**config.mk**
```make
export PLATFORM = sky130hd
export DESIGN_NAME = fp_add_scheduler
export DESIGN_NICKNAME = d
export VERILOG_FILES = /design/src/rtl/fp_add_scheduler.sv
export SDC_FILE = /design/constraint.sdc
export NUM_CORES = 1
export LEC_CHECK = 0
export CORE_MARGIN = 5
export CORE_UTILIZATION = 37
export DETAILED_ROUTE_END_ITERATION = 8
export GPL_TIMING_DRIVEN = 0
export PLACE_DENSITY = 0.75
export REMOVE_ABC_BUFFERS = 1
export SLEW_MARGIN = 20
export SYNTH_ARGS = -nofsm -noshare
export SYNTH_HDL_FRONTEND = slang
export SYNTH_SLANG_ARGS = --single-unit
```
**constraint.sdc**
```tcl
create_clock -name clk -period 4.5 [get_ports clk]
set_input_delay 0.45 -clock clk [delete_from_list [all_inputs] [get_ports clk]]
set_output_delay 0.45 -clock clk [all_outputs]
set_load 0.01 [all_outputs]
```
**src/rtl/fp_add_scheduler.sv**
```systemverilog
// fp_add_scheduler: shares one pipelined FP adder core between two requesters.
// Build option FP_ARB_FIXED_PRIO_EN: requester 0 always wins (default round-robin).
`ifndef EXP_SIZE
`define EXP_SIZE 8
`endif
`ifndef MANTIS_SIZE
`define MANTIS_SIZE 23
`endif

module fp_add_scheduler #(
  parameter int EXP_SIZE    = `EXP_SIZE,
  parameter int MANTIS_SIZE = `MANTIS_SIZE,
  parameter int LATENCY     = 3,
  localparam int W          = 1 + EXP_SIZE + MANTIS_SIZE
) (
  input  logic         clk,
  input  logic         rst,
  input  logic         req0_valid,
  output logic         req0_ready,
  input  logic [W-1:0] req0_a,
  input  logic [W-1:0] req0_b,
  input  logic         req1_valid,
  output logic         req1_ready,
  input  logic [W-1:0] req1_a,
  input  logic [W-1:0] req1_b,
  output logic         core_valid,
  output logic [W-1:0] core_a,
  output logic [W-1:0] core_b,
  input  logic [W-1:0] core_result,
  output logic         rsp0_valid,
  output logic [W-1:0] rsp0_result,
  output logic         rsp1_valid,
  output logic [W-1:0] rsp1_result,
  output logic         busy
);

  if (LATENCY < 1 || LATENCY > 8) begin : g_bad_latency
    $error("fp_add_scheduler: LATENCY must be 1..8");
  end

  logic         w_grant0;
  logic         w_grant1;
  logic         w_accept;
  logic         w_rsp0;
  logic         w_rsp1;

  logic         r_core_valid;
  logic [W-1:0] r_core_a;
  logic [W-1:0] r_core_b;
  logic [LATENCY:0] r_tag_v;
  logic [LATENCY:0] r_tag_id;
  logic         r_rsp0_valid;
  logic         r_rsp1_valid;
  logic [W-1:0] r_rsp0_result;
  logic [W-1:0] r_rsp1_result;
  logic         r_busy;

`ifdef FP_ARB_FIXED_PRIO_EN
  assign w_grant0 = req0_valid;
  assign w_grant1 = req1_valid & ~req0_valid;
`else
  // r_last names the requester granted most recently; the other wins a tie
  logic r_last;

  assign w_grant0 = req0_valid & (~req1_valid | r_last);
  assign w_grant1 = req1_valid & (~req0_valid | ~r_last);

  always_ff @(posedge clk or posedge rst) begin
    if (rst) begin
      r_last <= 1'b1;
    end else if (w_accept) begin
      r_last <= w_grant1;
    end
  end
`endif

  assign w_accept   = w_grant0 | w_grant1;
  assign req0_ready = w_grant0;
  assign req1_ready = w_grant1;

  always_ff @(posedge clk or posedge rst) begin
    if (rst) begin
      r_core_valid <= 1'b0;
      r_core_a     <= '0;
      r_core_b     <= '0;
    end else begin
      r_core_valid <= w_accept;
      if (w_accept) begin
        r_core_a <= w_grant1 ? req1_a : req0_a;
        r_core_b <= w_grant1 ? req1_b : req0_b;
      end
    end
  end

  // last tag stage lines up with the cycle core_result is valid
  always_ff @(posedge clk or posedge rst) begin
    if (rst) begin
      r_tag_v  <= '0;
      r_tag_id <= '0;
    end else begin
      r_tag_v  <= {r_tag_v[LATENCY-1:0], w_accept};
      r_tag_id <= {r_tag_id[LATENCY-1:0], w_grant1};
    end
  end

  assign w_rsp0 = r_tag_v[LATENCY] & ~r_tag_id[LATENCY];
  assign w_rsp1 = r_tag_v[LATENCY] & r_tag_id[LATENCY];

  always_ff @(posedge clk or posedge rst) begin
    if (rst) begin
      r_rsp0_valid  <= 1'b0;
      r_rsp1_valid  <= 1'b0;
      r_rsp0_result <= '0;
      r_rsp1_result <= '0;
    end else begin
      r_rsp0_valid <= w_rsp0;
      r_rsp1_valid <= w_rsp1;
      if (w_rsp0) begin
        r_rsp0_result <= core_result;
      end
      if (w_rsp1) begin
        r_rsp1_result <= core_result;
      end
    end
  end

  // next-state view of issue reg and tags: covers issue through response pulse
  always_ff @(posedge clk or posedge rst) begin
    if (rst) begin
      r_busy <= 1'b0;
    end else begin
      r_busy <= w_accept | (|r_tag_v);
    end
  end

  assign core_valid  = r_core_valid;
  assign core_a      = r_core_a;
  assign core_b      = r_core_b;
  assign rsp0_valid  = r_rsp0_valid;
  assign rsp1_valid  = r_rsp1_valid;
  assign rsp0_result = r_rsp0_result;
  assign rsp1_result = r_rsp1_result;
  assign busy        = r_busy;

endmodule

```
=== After elaboration in Yosys (flattened, before gate mapping) ===
Index checks and enable logic that the tools add are counted.

* Bits in registers: 141
* Bits of input ports: 164
* Output and inout port bits: 134

* Muxes and demuxes: 2
* Bitwise logic cells: 12
* Reductions and logical operators: 1

{| class="wikitable"
|+ Operator list
! operator !! number
|-
| 32-bit 2-to-1 mux || 2
|-
| 1-bit bitwise AND || 4
|-
| 1-bit inverter || 4
|-
| 1-bit bitwise OR || 4
|-
| 4-bit OR reduction || 1
|}

=== Longest topological paths before layout ===
Gate-level depths: netlist of the first run.

* Depth in word-level cells: 5
* Mapped depth: 5

=== Worst setup path before layout of the first run ===
OpenSTA, ideal clock, no wires.

* Kind: in2out
* Start: input port req1_valid
* End: output port req1_ready
* Arrival time: 1195 ps
* Slack: 2855 ps
* Stages on the path: 3
* Path buffers: 2
* Cells stage by stage: buf_2 > clkbuf_1 > a21boi_0

* Cells in the longest elaborated chain, start to end: 1

{| class="wikitable"
|+ RTL lines
! element !! line !! text
|-
| start, declared || 22 || <nowiki>input logic req1_valid,</nowiki>
|-
| 1-bit bitwise AND || 66 || <nowiki>assign w_grant1 = req1_valid & (~req0_valid | ~r_last);</nowiki>
|-
| end, declared || 23 || <nowiki>output logic req1_ready,</nowiki>
|}

No other way between the ends.

=== Worst setup path in the final report of the first run ===
* Start: input port req1_valid
* End: output port req0_ready

* Cells in the longest elaborated chain, start to end: 3

{| class="wikitable"
|+ RTL lines
! element !! line !! text
|-
| 1-bit inverter || 65 || <nowiki>assign w_grant0 = req0_valid & (~req1_valid | r_last);</nowiki>
|-
| 1-bit bitwise OR || 65 ||
|-
| 1-bit bitwise AND || 65 ||
|-
| end, declared || 19 || <nowiki>output logic req0_ready,</nowiki>
|}

No other way between the ends.

==> summary.md, run 1 <==
| Metric | Value |
|---|---|
| Status | `completed` |
| Max Cap Viol | `0` |
| Synthesized instance count | `522` |
| Area of the mapped netlist | `6140 µm²` |
| Initial antenna violation count | `0` |
| Final Worst Setup Slack | `1570 ps` |
| Die width | `139 µm` |
| Startpoint Class | `primary input` |
| Clock Tree Root | `clkbuf_16` |
| Detail Placement HPWL | `14.1 mm` |
| Placer Congestion | `0.800` |
| CORE AREA | `16400 µm²` |
| Clk Latency, worst-skew pair | `410 ps` |
| Nets | `959` |
| Syn_area_per_cell | `11.8 µm²` |
| Ports | `298` |
| Cell variety after synth | `20` |
| Worst path bufs/invs | `3` |
| Total GRT Usage | `20.0%` |
| Final hold vios | `0` |
| DR vias/cell | `5.26` |
| Setup WS pre-CTS | `1600 ps` |
| Site Rows | `47` |
| Main synth FF type | `dfrtp_1` |
| Clock-pin transition on the worst setup and hold timing paths | `60 ps` |
| Critical path cell sequence | `buf_4, buf_12, nor2b_4, nor2_1, clkdlybuf4s50_1` |
| Crit share post-route | `65.2%` |
| Setup slack, reg-to-reg | `2420 ps` |
| Leak pwr | `0.00383 µW` |
| Seq/Total Area, Yosys | `57.1%` |
| CTS Buffer Depth | `2` |
| Crit path max fanout | `67` |
| Worst Skew | `9.83 ps` |
| Minimum clock period | `2930 ps` |
| Final WL | `19.7 mm` |
| Dominant cells by area after synthesis | `dfrtp_1 57%, mux2_2 12%, o32ai_1 9.1%` |
| Setup-failing EPs final | `0` |
| # hold bufs at CTS | `0` |
| Post-CTS setup buffer count | `0` |
| Final ANT Viol Nets | `0` |
| Htree depth | `4` |
| WP data required | `4050 ps` |
| WL/cell | `19.1 µm` |
| DRC viols | `0` |
| Total Neg Setup Slack | `0 ps` |
| Synth-to-Final Area Change | `61.1%` |
| Synth area leader | `dfrtp_1` |
| Post-synth EDFFs | `0` |
| Synth top cells by count | `139 x dfrtp_1, 66 x nand2b_1, 64 x a21oi_1, 64 x mux2_2, 64 x o32ai_1` |
| Starting DRT DRC Count | `332` |
| Die Area | `19300 µm²` |
| Yosys warning count | `0` |
| Hold Path Class | `reg -> reg` |
| Share of layout cells above drive strength 1 | `13.5%` |
| Critical path class | `in -> out` |
| Largest net degree at the start of global routing | `78` |
| Cell area power density | `401 nW/µm²` |
| Vias | `5403` |
| CP Capture Type | `output pin` |
| Count leader, synth | `dfrtp_1` |
| Vias in the first global route | `5497` |
| Synth async-reset ratio | `100%` |
| Share of the synthesized area in the top cell type | `56.6%` |
| Global-route wire length before repair | `31.0 mm` |
| Port buffer count | `297` |
| CP max stage cell | `nor2b_4` |
| # clock sinks | `140` |
| Slew Limit Headroom | `43.8%` |
| Worst Path Arrival | `2480 ps` |
| Fin. max-slew vios | `0` |
| Starting density of the core | `37.4%` |
| Max Clk Rate | `341 MHz` |
| Drt first pass iters | `5` |
| Critical Path Max Stage Delay | `580 ps` |
| Total CTS buffers | `17` |
| Die height | `139 µm` |
| RSZ-0062 raised after global routing | `false` |
| Global route overflow | `0` |
| Max IR drop VDD | `0.000253 V` |
| Antenna diodes | `0` |
| Kind of cell adding the most delay to the critical path | `buffers and inverters` |
| Flops & latches, synth | `140` |
| Post-CTS sizing | `0` |
| TritonCTS clock tree | `done` |
| PnR Total Power | `3970 µW` |
| Slew @ Worst Pin | `840 ps` |
[worst reg2reg max path: cells and delay by family (launching register included)]
| kind | cells | cell delay, ps |
|---|---|---|
| flip-flops | 1 | 1070 |
| AO/OA/AOI/OAI | 2 | 350 |
| AND/OR/NAND/NOR | 1 | 280 |
| buffers and inverters | 1 | 240 |
[sequential cells by signal, indices dropped and copies added (netlist names)]
name / count
rsp1_valid: 1
busy: 1
r_last: 1
core_a: 32
r_tag_v: 4
rsp0_valid: 1
rsp1_result: 32
r_tag_id: 4
rsp0_result: 32
core_b: 32
[area by class of cell]
cell class / count / area [µm²]
Inverter: 4 / 25.0
Tap cell: 220 / 275
Clock buffer: 18 / 429
Sequential cell: 140 / 3510
Fill cell: 1292 / 6510
Multi-Input combinational cell: 329 / 2390
Clock inverter: 14 / 148
Timing Repair Buffer: 303 / 3120
[kinds of logic after synthesis]
family,count (synthesis),share of synthesized area (%)
AOI/OAI and AO/OA,194,19.8
DFF,140,57.1
buffers and inverters,53,4.20
muxes,64,11.7
and+or+nand+nor,71,7.19
[path summary, 6_finish.rpt]
check,start,to,cells past startpoint
worst max-delay path,req1_valid,req0_ready,5
worst min-delay path,r_tag_id[2]$_DFF_PP0_,r_tag_id[3]$_DFF_PP0_,0
worst max register to register,r_last$_DFFE_PP1P_,core_b[11]$_DFFE_PP0P_,4
worst min register to register,r_tag_id[2]$_DFF_PP0_,r_tag_id[3]$_DFF_PP0_,0
max in group asynchronous,rst,core_a[15]$_DFFE_PP0P_,3
min in group asynchronous,rst,rsp0_result[9]$_DFFE_PP0P_,2
[per-stage QoR]
| stage | cells | instance area [µm²] | hold WS (ps) | util, % |
|---|---|---|---|---|
| after CTS | 1028 | 9890 | 359 | 60.3 |
| after global routing | 1028 | 9890 | 364 | 60.3 |
| after floorplan | 473 | 5900 | 331 | - |
| after detailed placement | 996 | 9320 | 340 | 56.8 |
| final | 1028 | 9890 | 356 | 60.3 |
| after global placement | 990 | 9150 | 333 | 55.7 |
[report_power, final]
group	internal [µW]	switching, µW
combinational	612	408
clock	784	593
sequential	1440	127
total	2840	1130
[layer usage]
metal	up-vias	part of all wire, %	GRT usage, %
met5	-	0	0
met4	0	3.6	8.65
met3	46	5.7	4.59
met2	217	52	34.1
met1	2651	39	24.2
li1	2489	-	-
[cells in the final DEF (no fill, tap or decap)]
| cell type | instances |
|---|---|
| dfstp_4 | 1 |
| clkbuf_1 | 1 |
| inv_4 | 1 |
| a21boi_0 | 1 |
| dfrtp_1 | 139 |
| clkdlybuf4s50_1 | 296 |
| buf_12 | 2 |
| nand2_2 | 1 |
| a21o_1 | 1 |
| clkinv_2 | 1 |
| nor4_1 | 1 |
| bufinv_16 | 1 |
| inv_1 | 2 |
| inv_6 | 5 |
| o32ai_1 | 64 |
| nor2b_4 | 1 |
| mux2_2 | 64 |
| buf_4 | 1 |
| or2_2 | 1 |
| inv_8 | 5 |
| clkinv_4 | 1 |
| buf_16 | 4 |
| nand2b_2 | 1 |
| clkinvlp_4 | 2 |
| nand2b_1 | 65 |
| clkbuf_16 | 17 |
| o21ai_0 | 61 |
| a21oi_1 | 64 |
| nor2_1 | 1 |
| o21ai_1 | 3 |
No activity file was read; power rests on OpenSTA's default activity.
==> run 2: changes to the inputs <==
--- a/config.mk
+++ b/config.mk
@@ -6,10 +6,10 @@
 export NUM_CORES = 1
 export LEC_CHECK = 0
 export CORE_MARGIN = 5
-export CORE_UTILIZATION = 37
+export CORE_UTILIZATION = 41
 export DETAILED_ROUTE_END_ITERATION = 8
 export GPL_TIMING_DRIVEN = 0
-export PLACE_DENSITY = 0.75
+export PLACE_DENSITY = 0.79
 export REMOVE_ABC_BUFFERS = 1
 export SLEW_MARGIN = 20
 export SYNTH_ARGS = -nofsm -noshare
==> constraint.sdc (replaced) <==
create_clock -name clk -period 3 [get_ports clk]
set_input_delay 0.3 -clock clk [delete_from_list [all_inputs] [get_ports clk]]
set_output_delay 0.3 -clock clk [all_outputs]
set_load 0.01 [all_outputs]
==> run 2 against run 1 <==
Effect of this change:
- worst setup slack lost 1400 ps
- via count grew 1.6%
- routed wire length grew 2.9%
- worst hold slack lost 6.3 ps
- highest routed layer unchanged
- sequential power grew 50%
- final cell count shrank 3.3%
- flip-flop and latch count is the same
- final area grew 0.19%
- utilization grew 7.6 points
- first-iteration DRC count shrank 16%
==> summary.md, run 2 (synthesis results as in run 1) <==
| Metric | Value |
|---|---|
| Status | `completed` |
| Clock Tree Root | `clkbuf_16` |
| Max Cap Viol | `0 (unchanged)` |
| # clock sinks | `140 (unchanged)` |
| Clock power frac | `35.1% (+0.4 points)` |
| CTS Buffer Depth | `2 (unchanged)` |
| Final WL | `20.2 mm (+2.9%)` |
| Sequential Area | `3510 µm² (unchanged)` |
| Final ANT Viol Nets | `0 (unchanged)` |
| TritonCTS clock tree | `done` |
| Net Sw Power | `1660 µW (+47%)` |
| Sw Ratio | `27.6% (-0.82 points)` |
| Critical Path Max Stage Delay | `1080 ps (+500 ps)` |
| Synth-to-Final Area Change | `61.4%` |
| Placed cell area | `9320 µm² (about the same)` |
| CORE AREA | `14600 µm² (-11%)` |
| Slew Limit Headroom | `50.9% (+7.2 points)` |
| Startpoint Class | `flop` |
| Clock-pin transition on the worst setup and hold timing paths | `60 ps (about the same)` |
| CP max stage cell | `dfstp_4` |
| Initial antenna violation count | `1 (+1)` |
| Commonest non-fill, non-tap cell in the layout | `clkdlybuf4s50_1` |
| Vias in the first global route | `5783 (+5.2%)` |
| Share of layout cells above drive strength 1 | `13.7% (+0.23 points)` |
| Port buffer count | `297 (unchanged)` |
| Worst Skew | `9.19 ps (-0.637 ps)` |
| Worst Path Arrival | `2500 ps (+20 ps)` |
| Htree depth | `4 (unchanged)` |
| Die width | `132 µm (-4.6%)` |
| Total CTS buffers | `17 (unchanged)` |
| PnR Total Power | `6020 µW (+52%)` |
| Nets | `960 (+0.10%)` |
| Post-CTS setup buffer count | `0 (unchanged)` |
| CP Capture Type | `output pin` |
| Total Neg Setup Slack | `0 ps (unchanged)` |
| WP data required | `2700 ps (-1350 ps)` |
| Post-CTS sizing | `0 (unchanged)` |
| Commonest cells after routing, fill and taps aside | `296 x clkdlybuf4s50_1, 139 x dfrtp_1, 65 x nand2b_1` |
| WL/cell | `20.3 µm (+6.4%)` |
| # hold bufs at CTS | `0 (unchanged)` |
| Starting DRT DRC Count | `280 (-16%)` |
| Setup-failing EPs final | `0 (unchanged)` |
| Vias | `5487 (+1.6%)` |
| Placer Congestion | `0.788 (-1.5%)` |
| Comb power frac | `25.8% (about the same)` |
| Crit share post-route | `93.5%` |
| Multi-input gate area | `2390 µm² (unchanged)` |
| Largest net degree at the start of global routing | `87 (+12%)` |
| Die height | `132 µm (-4.6%)` |
| Worst path bufs/invs | `1 (-2)` |
| DR vias/cell | `5.52 (+5.0%)` |
| Part of the power in registers | `39.2% (-0.4 points)` |
| Crit path max fanout | `67 (unchanged)` |
| Ports | `298 (unchanged)` |
| Minimum clock period | `2800 ps` |
| Kind of cell adding the most delay to the critical path | `flip-flops` |
| DRC viols | `0 (unchanged)` |
| Detail Placement HPWL | `14.4 mm (+2.5%)` |
| Site Rows | `44 (-6.4%)` |
| Critical path cell sequence | `nor2b_4, nor2_1, clkdlybuf4s50_1` |
| Critical path class | `reg -> out` |
| Global-route wire length before repair | `31.9 mm (+2.9%)` |
| Die Area | `17500 µm² (-9.1%)` |
| Clk Latency, worst-skew pair | `410 ps (about the same)` |
| Slew @ Worst Pin | `734 ps (-106 ps)` |
| Final hold vios | `0 (unchanged)` |
| Cell area power density | `607 nW/µm² (+51%)` |
| Starting density of the core | `42.1% (+4.7 points)` |
| Final instance area | `9910 µm² (+0.19%)` |
| Max IR drop VDD | `0.000460 V (+82%)` |
| Leak pwr | `0.00386 µW (+0.67%)` |
| Total GRT Usage | `22.6% (+2.6 points)` |
| Pint | `4360 µW (+53%)` |
| # fillers | `1037 (-20%)` |
| Global route overflow | `0 (unchanged)` |
| Fin. max-slew vios | `0 (unchanged)` |
| Max Clk Rate | `357 MHz` |
| RSZ-0062 raised after global routing | `false` |
| Hold Path Class | `reg -> reg` |
| Drt first pass iters | `4 (-1)` |
-- run 2: worst reg2reg max path, delay by kind of cell (launching register included) --
family | cells | cell delay [ps]
compound gates | 2 | 330
buf+inv | 2 | 420
flops | 1 | 1080
simple gates | 1 | 310
-- run 2: final cells by class --
| class | instances | area share [%] |
|---|---|---|
| Multi-Input combinational cell | 329 | 24.1 |
| Clock buffer | 18 | 4.43 |
| Antenna cell | 1 | 0.0252 |
| Clock inverter | 14 | 1.58 |
| Tap cell | 184 | 2.32 |
| Inverter | 4 | 0.252 |
| Timing Repair Buffer | 304 | 31.9 |
| Sequential cell | 140 | 35.4 |
-- run 2: per-stage QoR --
stage / setup WS (ps) / hold WS, ps / utilization, % / std cells
floorplan: -1050 / 331 / - / 473
global route: 57.5 / 368 / 68.0 / 994
finish: 196 / 349 / 68.0 / 994
CTS: 174 / 348 / 67.9 / 993
global placement: -3850 / 332 / 62.4 / 954
detailed placement: 370 / 335 / 63.9 / 961
-- run 2: power by group through the flow --
stage               registers (µW)  clock network, µW  logic [µW]
floorplan                     2480                  0         442
global placement              2360                  0        1490
detailed placement            2380                  0        1560
CTS                           2360               2150        1570
global route                  2390               2240        1650
finish                        2360               2110        1550
-- run 2: worst paths after layout --
path	from	endpoint	slack, ps	cells after the start
worst min-delay path	r_tag_id[0]$_DFF_PP0_	r_tag_id[1]$_DFF_PP0_	350	0
max in group asynchronous	rst	r_last$_DFFE_PP1P_	1860	3
min in group asynchronous	rst	rsp0_result[4]$_DFFE_PP0P_	390	2
worst max register to register	r_last$_DFFE_PP1P_	core_b[17]$_DFFE_PP0P_	720	5
worst min register to register	r_tag_id[0]$_DFF_PP0_	r_tag_id[1]$_DFF_PP0_	350	0
worst max-delay path	r_last$_DFFE_PP1P_	req0_ready	200	3
-- run 2: metal layers --
metal  part of all wire [%]  vias up  GRT usage (%)
met3                    5.9       40           5.92
met2                     54      229           40.3
met4                    3.6        0           9.56
li1                       -     2496              -
met1                     36     2722           25.4
met5                      0        -              0
==> run 3: changes to the inputs <==
--- a/config.mk
+++ b/config.mk
@@ -11,6 +11,7 @@
 export GPL_TIMING_DRIVEN = 0
 export PLACE_DENSITY = 0.79
 export REMOVE_ABC_BUFFERS = 1
+export SKIP_CTS_REPAIR_TIMING = 1
 export SLEW_MARGIN = 20
 export SYNTH_ARGS = -nofsm -noshare
 export SYNTH_HDL_FRONTEND = slang
==> results of run 3 <==
Same layout as run 2: the final DEF is identical, and so are final timing and power.
